===== config.mk =====
export PLATFORM = sky130hd
export DESIGN_NAME = dcache_ctrl
export DESIGN_NICKNAME = d
export VERILOG_FILES = /design/src/rtl/dcache_pkg.sv /design/src/rtl/dcache_byte_merge.sv /design/src/rtl/dcache_ctrl.sv
export SDC_FILE = /design/constraint.sdc
export NUM_CORES = 1
export LEC_CHECK = 0
export ABC_AREA = 1
export ABC_CLOCK_PERIOD_IN_PS = 4300
export CAP_MARGIN = 20
export CORE_UTILIZATION = 32
export CTS_BUF_LIST = sky130_fd_sc_hd__clkbuf_16
export CTS_CLUSTER_SIZE = 30
export DETAILED_ROUTE_END_ITERATION = 6
export SLEW_MARGIN = 20
export SYNTH_ARGS = -nofsm -noshare
export SYNTH_HDL_FRONTEND = slang
export SYNTH_SLANG_ARGS = --single-unit

===== constraint.sdc =====
create_clock -name clk -period 4.3 [get_ports clk]
set_clock_uncertainty 0.2 [all_clocks]
set_input_delay 0.86 -clock clk [delete_from_list [all_inputs] [get_ports clk]]
set_output_delay 0.86 -clock clk [all_outputs]
set_load 0.02 [all_outputs]

===== src/rtl/dcache_pkg.sv =====
// rtl/dcache_pkg.sv - shared state encodings and geometry helpers for the data-cache sequencer
//
// Purpose: FSM state constants and address-split width functions used by
//          dcache_ctrl and its sub-modules.
// Ports:   none (package).
package dcache_pkg;

  localparam logic [2:0] ST_IDLE     = 3'd0;
  localparam logic [2:0] ST_LOOKUP   = 3'd1;
  localparam logic [2:0] ST_FILL     = 3'd2;
  localparam logic [2:0] ST_WRITE    = 3'd3;
  localparam logic [2:0] ST_UNCACHED = 3'd4;
  localparam logic [2:0] ST_FLUSH    = 3'd5;

  // Byte-offset bits inside one word (a line is exactly one word).
  function automatic int offset_bits(input int data_width);
    return $clog2(data_width / 8);
  endfunction

  function automatic int idx_bits(input int num_lines);
    return $clog2(num_lines);
  endfunction

  function automatic int tag_bits(input int addr_width, input int num_lines, input int data_width);
    return addr_width - idx_bits(num_lines) - offset_bits(data_width);
  endfunction

endpackage


===== src/rtl/dcache_byte_merge.sv =====
// rtl/dcache_byte_merge.sv - combinational byte-enable merge of a store into an existing word
//
// Purpose: builds the updated cache word for a store hit.
// Ports:   old_word  in  DW    current SRAM contents
//          new_word  in  DW    store data
//          strb      in  DW/8  byte enables (1 = take new byte)
//          merged    out DW    resulting word
module dcache_byte_merge
  import dcache_pkg::*;
#(
  parameter int DATA_WIDTH = 32
) (
  input  logic [DATA_WIDTH-1:0]   old_word,
  input  logic [DATA_WIDTH-1:0]   new_word,
  input  logic [DATA_WIDTH/8-1:0] strb,
  output logic [DATA_WIDTH-1:0]   merged
);

  always_comb begin
    merged = old_word;
    for (int i = 0; i < DATA_WIDTH / 8; i++) begin
      if (strb[i]) merged[8*i +: 8] = new_word[8*i +: 8];
    end
  end

endmodule


===== src/rtl/dcache_ctrl.sv =====
// rtl/dcache_ctrl.sv - direct-mapped write-through data-cache sequencer
//
// Purpose: looks up CPU loads/stores in the external tag+data SRAM, refills
//          load misses from the memory bus, writes stores through (no
//          allocate), bypasses uncached accesses and runs whole-cache flushes.
// Optional: DCACHE_STATS_EN adds stat_hits/stat_misses counters.
// Ports:   clk, resetn (sync, active-low)
//          cpu_*    request in (valid/addr/wdata/wstrb/uncached), ready/rdata out
//          flush_req in, flush_busy out
//          mem_*    bus request out (valid/addr/wdata/wstrb), ready/rdata in
//          c_*      SRAM idx/tag/we/wdata/flush out, rdata/hit in (1-cycle read)
//          stat_*   hit/miss counters (DCACHE_STATS_EN only)
module dcache_ctrl
  import dcache_pkg::*;
#(
  parameter int NUM_LINES  = 512,
  parameter int ADDR_WIDTH = 32,
  parameter int DATA_WIDTH = 32
) (
  input  logic                     clk,
  input  logic                     resetn,
  input  logic                     cpu_valid,
  output logic                     cpu_ready,
  input  logic [ADDR_WIDTH-1:0]    cpu_addr,
  input  logic [DATA_WIDTH-1:0]    cpu_wdata,
  input  logic [DATA_WIDTH/8-1:0]  cpu_wstrb,
  input  logic                     cpu_uncached,
  output logic [DATA_WIDTH-1:0]    cpu_rdata,
  input  logic                     flush_req,
  output logic                     flush_busy,
  output logic                     mem_valid,
  input  logic                     mem_ready,
  output logic [ADDR_WIDTH-1:0]    mem_addr,
  output logic [DATA_WIDTH-1:0]    mem_wdata,
  output logic [DATA_WIDTH/8-1:0]  mem_wstrb,
  input  logic [DATA_WIDTH-1:0]    mem_rdata,
  output logic [idx_bits(NUM_LINES)-1:0]                          c_idx,
  output logic [tag_bits(ADDR_WIDTH, NUM_LINES, DATA_WIDTH)-1:0]  c_tag,
  output logic                     c_we,
  output logic [DATA_WIDTH-1:0]    c_wdata,
  output logic                     c_flush,
  input  logic [DATA_WIDTH-1:0]    c_rdata,
  input  logic                     c_hit
`ifdef DCACHE_STATS_EN
  ,
  output logic [31:0]              stat_hits,
  output logic [31:0]              stat_misses
`endif
);

  localparam int OFF_W = offset_bits(DATA_WIDTH);
  localparam int IDX_W = idx_bits(NUM_LINES);
  localparam int TAG_W = tag_bits(ADDR_WIDTH, NUM_LINES, DATA_WIDTH);
  localparam int SW    = DATA_WIDTH / 8;

  logic [2:0]            state;
  logic [ADDR_WIDTH-1:0] req_addr;
  logic [DATA_WIDTH-1:0] req_wdata;
  logic [SW-1:0]         req_wstrb;
  logic                  flush_pend;
  logic                  req_load;
  logic [DATA_WIDTH-1:0] merged;

  dcache_byte_merge #(.DATA_WIDTH(DATA_WIDTH)) u_merge (
    .old_word (c_rdata),
    .new_word (req_wdata),
    .strb     (req_wstrb),
    .merged   (merged)
  );

  assign flush_busy = flush_pend;

  // In IDLE the SRAM is addressed straight from the CPU so its read data is
  // ready in LOOKUP; afterwards the latched request owns the SRAM port.
  always_comb begin
    req_load = (req_wstrb == '0);
    if (state == ST_IDLE) begin
      c_idx = cpu_addr[OFF_W +: IDX_W];
      c_tag = cpu_addr[ADDR_WIDTH-1 -: TAG_W];
    end else begin
      c_idx = req_addr[OFF_W +: IDX_W];
      c_tag = req_addr[ADDR_WIDTH-1 -: TAG_W];
    end
    c_we    = ((state == ST_LOOKUP) && !req_load && c_hit) ||
              ((state == ST_FILL) && mem_valid && mem_ready);
    c_wdata = (state == ST_FILL) ? mem_rdata : merged;
    c_flush = (state == ST_FLUSH);
  end

  always_ff @(posedge clk) begin
    if (!resetn) begin
      state      <= ST_IDLE;
      cpu_ready  <= 1'b0;
      cpu_rdata  <= '0;
      mem_valid  <= 1'b0;
      mem_addr   <= '0;
      mem_wdata  <= '0;
      mem_wstrb  <= '0;
      flush_pend <= 1'b0;
      req_addr   <= '0;
      req_wdata  <= '0;
      req_wstrb  <= '0;
    end else begin
      cpu_ready <= 1'b0;
      if (flush_req) flush_pend <= 1'b1;
      case (state)
        ST_IDLE: begin
          if (flush_pend || flush_req) begin
            state <= ST_FLUSH;
          // cpu_ready high means cpu_valid still belongs to the finished request.
          end else if (cpu_valid && !cpu_ready) begin
            req_addr  <= cpu_addr;
            req_wdata <= cpu_wdata;
            req_wstrb <= cpu_wstrb;
            if (cpu_uncached) begin
              state     <= ST_UNCACHED;
              mem_valid <= 1'b1;
              mem_addr  <= cpu_addr;
              mem_wdata <= cpu_wdata;
              mem_wstrb <= cpu_wstrb;
            end else begin
              state <= ST_LOOKUP;
            end
          end
        end
        ST_LOOKUP: begin
          if (req_load && c_hit) begin
            cpu_ready <= 1'b1;
            cpu_rdata <= c_rdata;
            state     <= ST_IDLE;
          end else if (req_load) begin
            state     <= ST_FILL;
            mem_valid <= 1'b1;
            mem_addr  <= {req_addr[ADDR_WIDTH-1:OFF_W], {OFF_W{1'b0}}};
            mem_wdata <= '0;
            mem_wstrb <= '0;
          end else begin
            state     <= ST_WRITE;
            mem_valid <= 1'b1;
            mem_addr  <= req_addr;
            mem_wdata <= req_wdata;
            mem_wstrb <= req_wstrb;
          end
        end
        ST_FILL, ST_WRITE, ST_UNCACHED: begin
          if (mem_ready) begin
            mem_valid <= 1'b0;
            cpu_ready <= 1'b1;
            if (state != ST_WRITE && req_load) cpu_rdata <= mem_rdata;
            state     <= ST_IDLE;
          end
        end
        ST_FLUSH: begin
          flush_pend <= 1'b0;
          state      <= ST_IDLE;
        end
        default: state <= ST_IDLE;
      endcase
    end
  end

`ifdef DCACHE_STATS_EN
  always_ff @(posedge clk) begin
    if (!resetn) begin
      stat_hits   <= '0;
      stat_misses <= '0;
    end else if (state == ST_LOOKUP) begin
      if (c_hit) stat_hits <= stat_hits + 32'd1;
      else if (req_load) stat_misses <= stat_misses + 32'd1;
    end
  end
`endif

endmodule


* After elaboration in Yosys (flattened, before gate mapping)
Index checks and enable logic that the tools add are counted.
Operators by class: equal/unequal tests 14, multiplexer cells 45, bitwise operators 2, reductions and logical operators 23
Operator list (number):
- $mux 32 | 13
- $pmux 32 s2 | 3
- $mux 8 | 4
- $mux 21 | 1
- $mux 4 | 5
- $mux 3 | 4
- $ne 2x2->1 const B | 5
- $mux 9 | 1
- $pmux 3 s3 | 1
- $mux 1 | 8
- $pmux 4 s2 | 1
- $logic_and 1x1->1 | 7
- $eq 3x2->1 const B | 2
- $eq 3x3->1 const B | 2
- $reduce_and 6->1 | 1
- $reduce_and 5->1 | 1
- $logic_not 4->1 | 1
- $mux 2 | 2
- $ne 2x1->1 const B | 2
- $reduce_and 4->1 | 1
- $reduce_bool 2->1 | 2
- $eq 3x1->1 const B | 1
- $logic_not 3->1 | 1
- $ne 3x1->1 const B | 1
- 11 further kinds | 14
Storage, ports and cells: register bits 174, bits of input ports 139, output and inout bits 167, logic and storage cells 95

* Depth between registers and ports, before layout
word-level depth 5, depth in mapped cells 11, mapped depth without buffers 9

* Hierarchy
A second synthesis with hierarchy kept.
Second synthesis, totals: cell total of the unflattened synthesis 1571, area, all modules 9225.1 um2
Modules (own cells, without submodules):
- dcache_ctrl | times used 1, cells an instance 1467, area an instance 8804.7 um2, sequential area each 3483.3 um2
- dcache_byte_merge | times used 1, cells an instance 104, area an instance 420.4 um2, sequential area each 0.0 um2

* Least setup slack after synthesis
Ideal clock, no wire load.
path type input to output, start input port mem_ready, end output port c_we, arrival time 1499 ps, data required time 3240 ps, path slack 1741 ps, stages 2, buffers on the path 0, path through inv_1 o32ai_1
Between the ends: word-level cells in the longest chain between the ends 2
Ends and longest elaborated chain:
- start, declared | line dcache_ctrl.sv:32 | input logic mem_ready,
- $logic_and 1x1->1 | line dcache_ctrl.sv:85 | ((state == ST_FILL) && mem_valid && mem_ready);
- $logic_or 1x1->1 | line dcache_ctrl.sv:84 | c_we = ((state == ST_LOOKUP) && !req_load && c_hit) ||
- end, declared | line dcache_ctrl.sv:39 | output logic c_we,
No other way between the ends.

* Final worst setup path
start register state[1], end output port c_wdata[14]
Between the ends: word-level cells in the longest chain between the ends 2
Ends and longest elaborated chain:
- start, declared | line dcache_ctrl.sv:56 | logic [2:0] state;
- start signal, assigned | line dcache_ctrl.sv:92 | state <= ST_IDLE;
- start signal, assigned | line dcache_ctrl.sv:109 | state <= ST_FLUSH;
- start signal, assigned | line dcache_ctrl.sv:116 | state <= ST_UNCACHED;
- $eq 3x2->1 | line dcache_ctrl.sv:86 | c_wdata = (state == ST_FILL) ? mem_rdata : merged;
- $mux 32 | line dcache_ctrl.sv:86
- end, declared | line dcache_ctrl.sv:40 | output logic [DATA_WIDTH-1:0] c_wdata,
No other way between the ends.

==> summary.log <==
qor: hold_path.hold_path.startpoint req_addr[22]$_SDFFE_PN0P_
qor: synth.synth.top_cells.by_count sky130_fd_sc_hd__nand2_1 (468), sky130_fd_sc_hd__nor2_1 (298), sky130_fd_sc_hd__dfxtp_1 (174)
qor: die.io_pins 306
qor: clock_tree.clk_pin_slew 0.07 ns
qor: setup_path.critical-path-slowest-cell sky130_fd_sc_hd__clkdlybuf4s50_1
qor: clock_tree.cts_tree built
qor: synth.ys_top_cells_by_area sky130_fd_sc_hd__dfxtp_1 (39%), sky130_fd_sc_hd__nand2_1 (20%), sky130_fd_sc_hd__nor2_1 (12%)
qor: synth.syn_inst 1,494
qor: global_routing.globalRouteOverflowTotal 0
qor: die.row_count 60
qor: timing.final_min_period_over_clock_period 91.7%
qor: die.chipHeight 170 um
qor: run.cap_violations 0
qor: global_routing.grt_max_degree 97
qor: cells_and_area.final_nets 1,877
qor: synth.synthesis.area_per_instance 6.01 um^2
qor: drt.wl_per_cell 15.5 um
qor: die.core_area 27,300 um^2
qor: setup_path.critPathKind reg -> out
qor: setup_path.critical_path.max_fanout 32
qor: placement.portBuffers 305
qor: die.dieArea 28,700 um^2
qor: synth.synth_cell_types 23
qor: synth.mappedNetlistArea 8980 um^2
qor: clock_tree.clk_root_buffer_cell sky130_fd_sc_hd__clkbuf_16
qor: setup_path.r2r_start state[1]$_SDFFE_PN0P_
qor: die.initial_core_util 33.0%
qor: synth.ys_seq_elements 174
qor: drt.mean_number_of_vias_per_cell 4.68
qor: placement.hpwl_after_detailed_placement 23,100 um
qor: global_routing.globalRouteTotalUtil 22.8%
qor: cells_and_area.drive_gt1_share 3.66%
qor: global_routing.grt_pass1_vias 9,055
qor: timing.slew_viol_final 0
qor: drt.first_pass_iters 5
qor: synth.synth-edff-count 0
qor: status.status finished clean
qor: setup_path.critPathTopFamily buffers and inverters
qor: synth.ys_seq_area_share 38.8%
qor: clock_tree.cts_buffer_depth 2
qor: power_and_ir_drop.power.leakage 5.93 nW
qor: clock_tree.cts_repair_resize_count 0
qor: setup_path.setup.worst_path.start_class flop
qor: setup_path.cp-end-kind output pin
qor: drt.ant_nets 0
qor: clock_tree.tritoncts.num_buffers 17
qor: setup_path.timing.critical_path.arrival 2.88 ns
qor: synth.synthDominantCellAreaShare 38.8%
qor: global_routing.antenna_found_initial 2
qor: clock_tree.cts_sinks 174
qor: timing.slew-limit-headroom 34.3%
qor: clock_tree.worstSkewPairLatency 0.43 ns
qor: global_routing.global_route_wire_length_before_repair 50,700 um
qor: die.die_width 170 um
qor: timing.setup-tns-final 0 ns
qor: setup_path.path_cells nand3_2 -> buf_4 -> a31oi_1 -> clkdlybuf4s50_1
qor: placement.gp_congestion 0.845
qor: drt.num_vias 9,938
qor: setup_path.worst_ep_required 3.24 ns
qor: clock_tree.postCtsSetupRepairBufs 0
qor: timing.timing.final.crit_period 3.94 ns
qor: clock_tree.cts.htree.levels 4
qor: timing.finalSetupViolations 0
qor: drt.number_of_violations_reported_at_the_end_of_detailed_routing_iteration_0 668
qor: synth.synth_flop_type sky130_fd_sc_hd__dfxtp_1
qor: setup_path.max_stage_delay_on_crit_path 0.67 ns
qor: hold_path.hold_path.class reg -> reg
qor: power_and_ir_drop.power_density 714 nW/um^2
qor: synth.synth.largest_area_cell sky130_fd_sc_hd__dfxtp_1
qor: drt.totalWireLength 32,900 um
qor: timing.fmaxAchievable 0.254 GHz
qor: timing.max_slew.worst_pin.slew 0.986 ns
qor: timing.hold_viol_final 0
qor: clock_tree.hold_buffers 0
qor: timing.rsz0062_at_grt false
qor: synth.ys_async_sr_fraction 0%
qor: power_and_ir_drop.total_power 9.17 mW
qor: power_and_ir_drop.max-vdd-ir-drop 0.374 mV
qor: synth.syn_nets 1,633
qor: setup_path.crit_buf_inv 2
qor: drt.remaining_drc_errors 0
qor: cells_and_area.nFillCells 2,890
qor: cells_and_area.area.growth.synth_to_final 43.0%
qor: setup_path.crit_start state[1]$_SDFFE_PN0P_
qor: synth.count_of_yosys_warnings_during_synthesis 0
qor: synth.synth.most_common_cell sky130_fd_sc_hd__nand2_1
path summary, 6_finish.rpt:
| path | cells after the start | endpoint | slack, ns |
|---|---|---|---|
| worst max-delay path | 4 | c_wdata[14] | 0.36 |
| worst min-delay path | 2 | req_addr[22]$_SDFFE_PN0P_ | 0.27 |
| worst max register to register | 9 | mem_addr[17]$_SDFFE_PN0P_ | 1.51 |
| worst min register to register | 2 | req_addr[22]$_SDFFE_PN0P_ | 0.27 |
worst register-to-register path, cell delays in order, from the launching register on:
cell	delay (ns)
sky130_fd_sc_hd__dfxtp_1	0.40
sky130_fd_sc_hd__nor2_4	0.24
sky130_fd_sc_hd__nand2_2	0.14
sky130_fd_sc_hd__inv_2	0.37
sky130_fd_sc_hd__o21ai_1	0.24
sky130_fd_sc_hd__nand3_4	0.54
sky130_fd_sc_hd__buf_4	0.36
sky130_fd_sc_hd__nand2_1	0.10
sky130_fd_sc_hd__nand2_1	0.07
sky130_fd_sc_hd__nor2_1	0.04
cell families after synthesis:
family | Yosys count | share of synthesized area, %
AO/OA/AOI/OAI | 221 | 12.8
buffers and inverters | 253 | 11.6
flip-flops | 174 | 38.8
AND/OR/NAND/NOR | 846 | 36.8
through the flow:
| step | setup slack (ns) | hold WS [ns] | cells | instance area, um^2 | util (%) |
|---|---|---|---|---|---|
| 6_report | 0.357 | 0.270 | 2125 | 12800 | 47.1 |
| 5_1_grt | 0.174 | 0.299 | 2125 | 12800 | 47.1 |
| 4_1_cts | 0.334 | 0.273 | 2123 | 12800 | 47.1 |
| 3_5_place_dp | 0.827 | 0.258 | 2091 | 12200 | 44.9 |
| 3_3_place_gp | 0.841 | 0.252 | 2091 | 12200 | 44.9 |
| 2_1_floorplan | 1.74 | 0.240 | 1494 | 8980 | - |
where the power goes:
| group | internal [mW] | switching (mW) |
|---|---|---|
| clock network | 0.834 | 0.762 |
| logic | 1.95 | 3.28 |
| registers | 2.07 | 0.282 |
| total | 4.85 | 4.32 |
area by class of cell:
| class | count | area, um^2 | area share (%) |
|---|---|---|---|
| timing repair buffer | 322 | 3230 | 25.1 |
| multi-input combinational | 1067 | 4480 | 34.9 |
| clock inverter | 15 | 174 | 1.35 |
| inverter | 156 | 586 | 4.56 |
| clock buffer | 17 | 425 | 3.31 |
| tap | 372 | 465 | 3.62 |
| sequential | 174 | 3480 | 27.1 |
| antenna | 2 | 5.00 | 0.0390 |
cells in the final DEF, fill, tap and decap left out, drive strengths merged:
master,instances
o32ai,1
diode,2
clkdlybuf4s50,304
clkbuf,17
dfxtp,174
nand3,72
o21ai,142
nor2,302
inv,160
a21oi,46
bufinv,1
buf,18
a31oi,32
clkinv,10
nand2,470
nor3,2
flip-flops by register name, summed over array words and instances (netlist names):
name and count:
cpu_rdata 32, flush_busy 1, mem_wdata 32, req_wstrb 4, mem_wstrb 4, req_addr 32, mem_addr 32, state 3
req_wdata 32, cpu_ready 1, mem_valid 1
metal layers:
layer	share of wire (%)	global-route usage, %
met1	46	30.2
met5	0	0
met3	6.9	5.74
met2	46	36.6
met4	1.1	5.99
(Power assumes the default switching activity.)
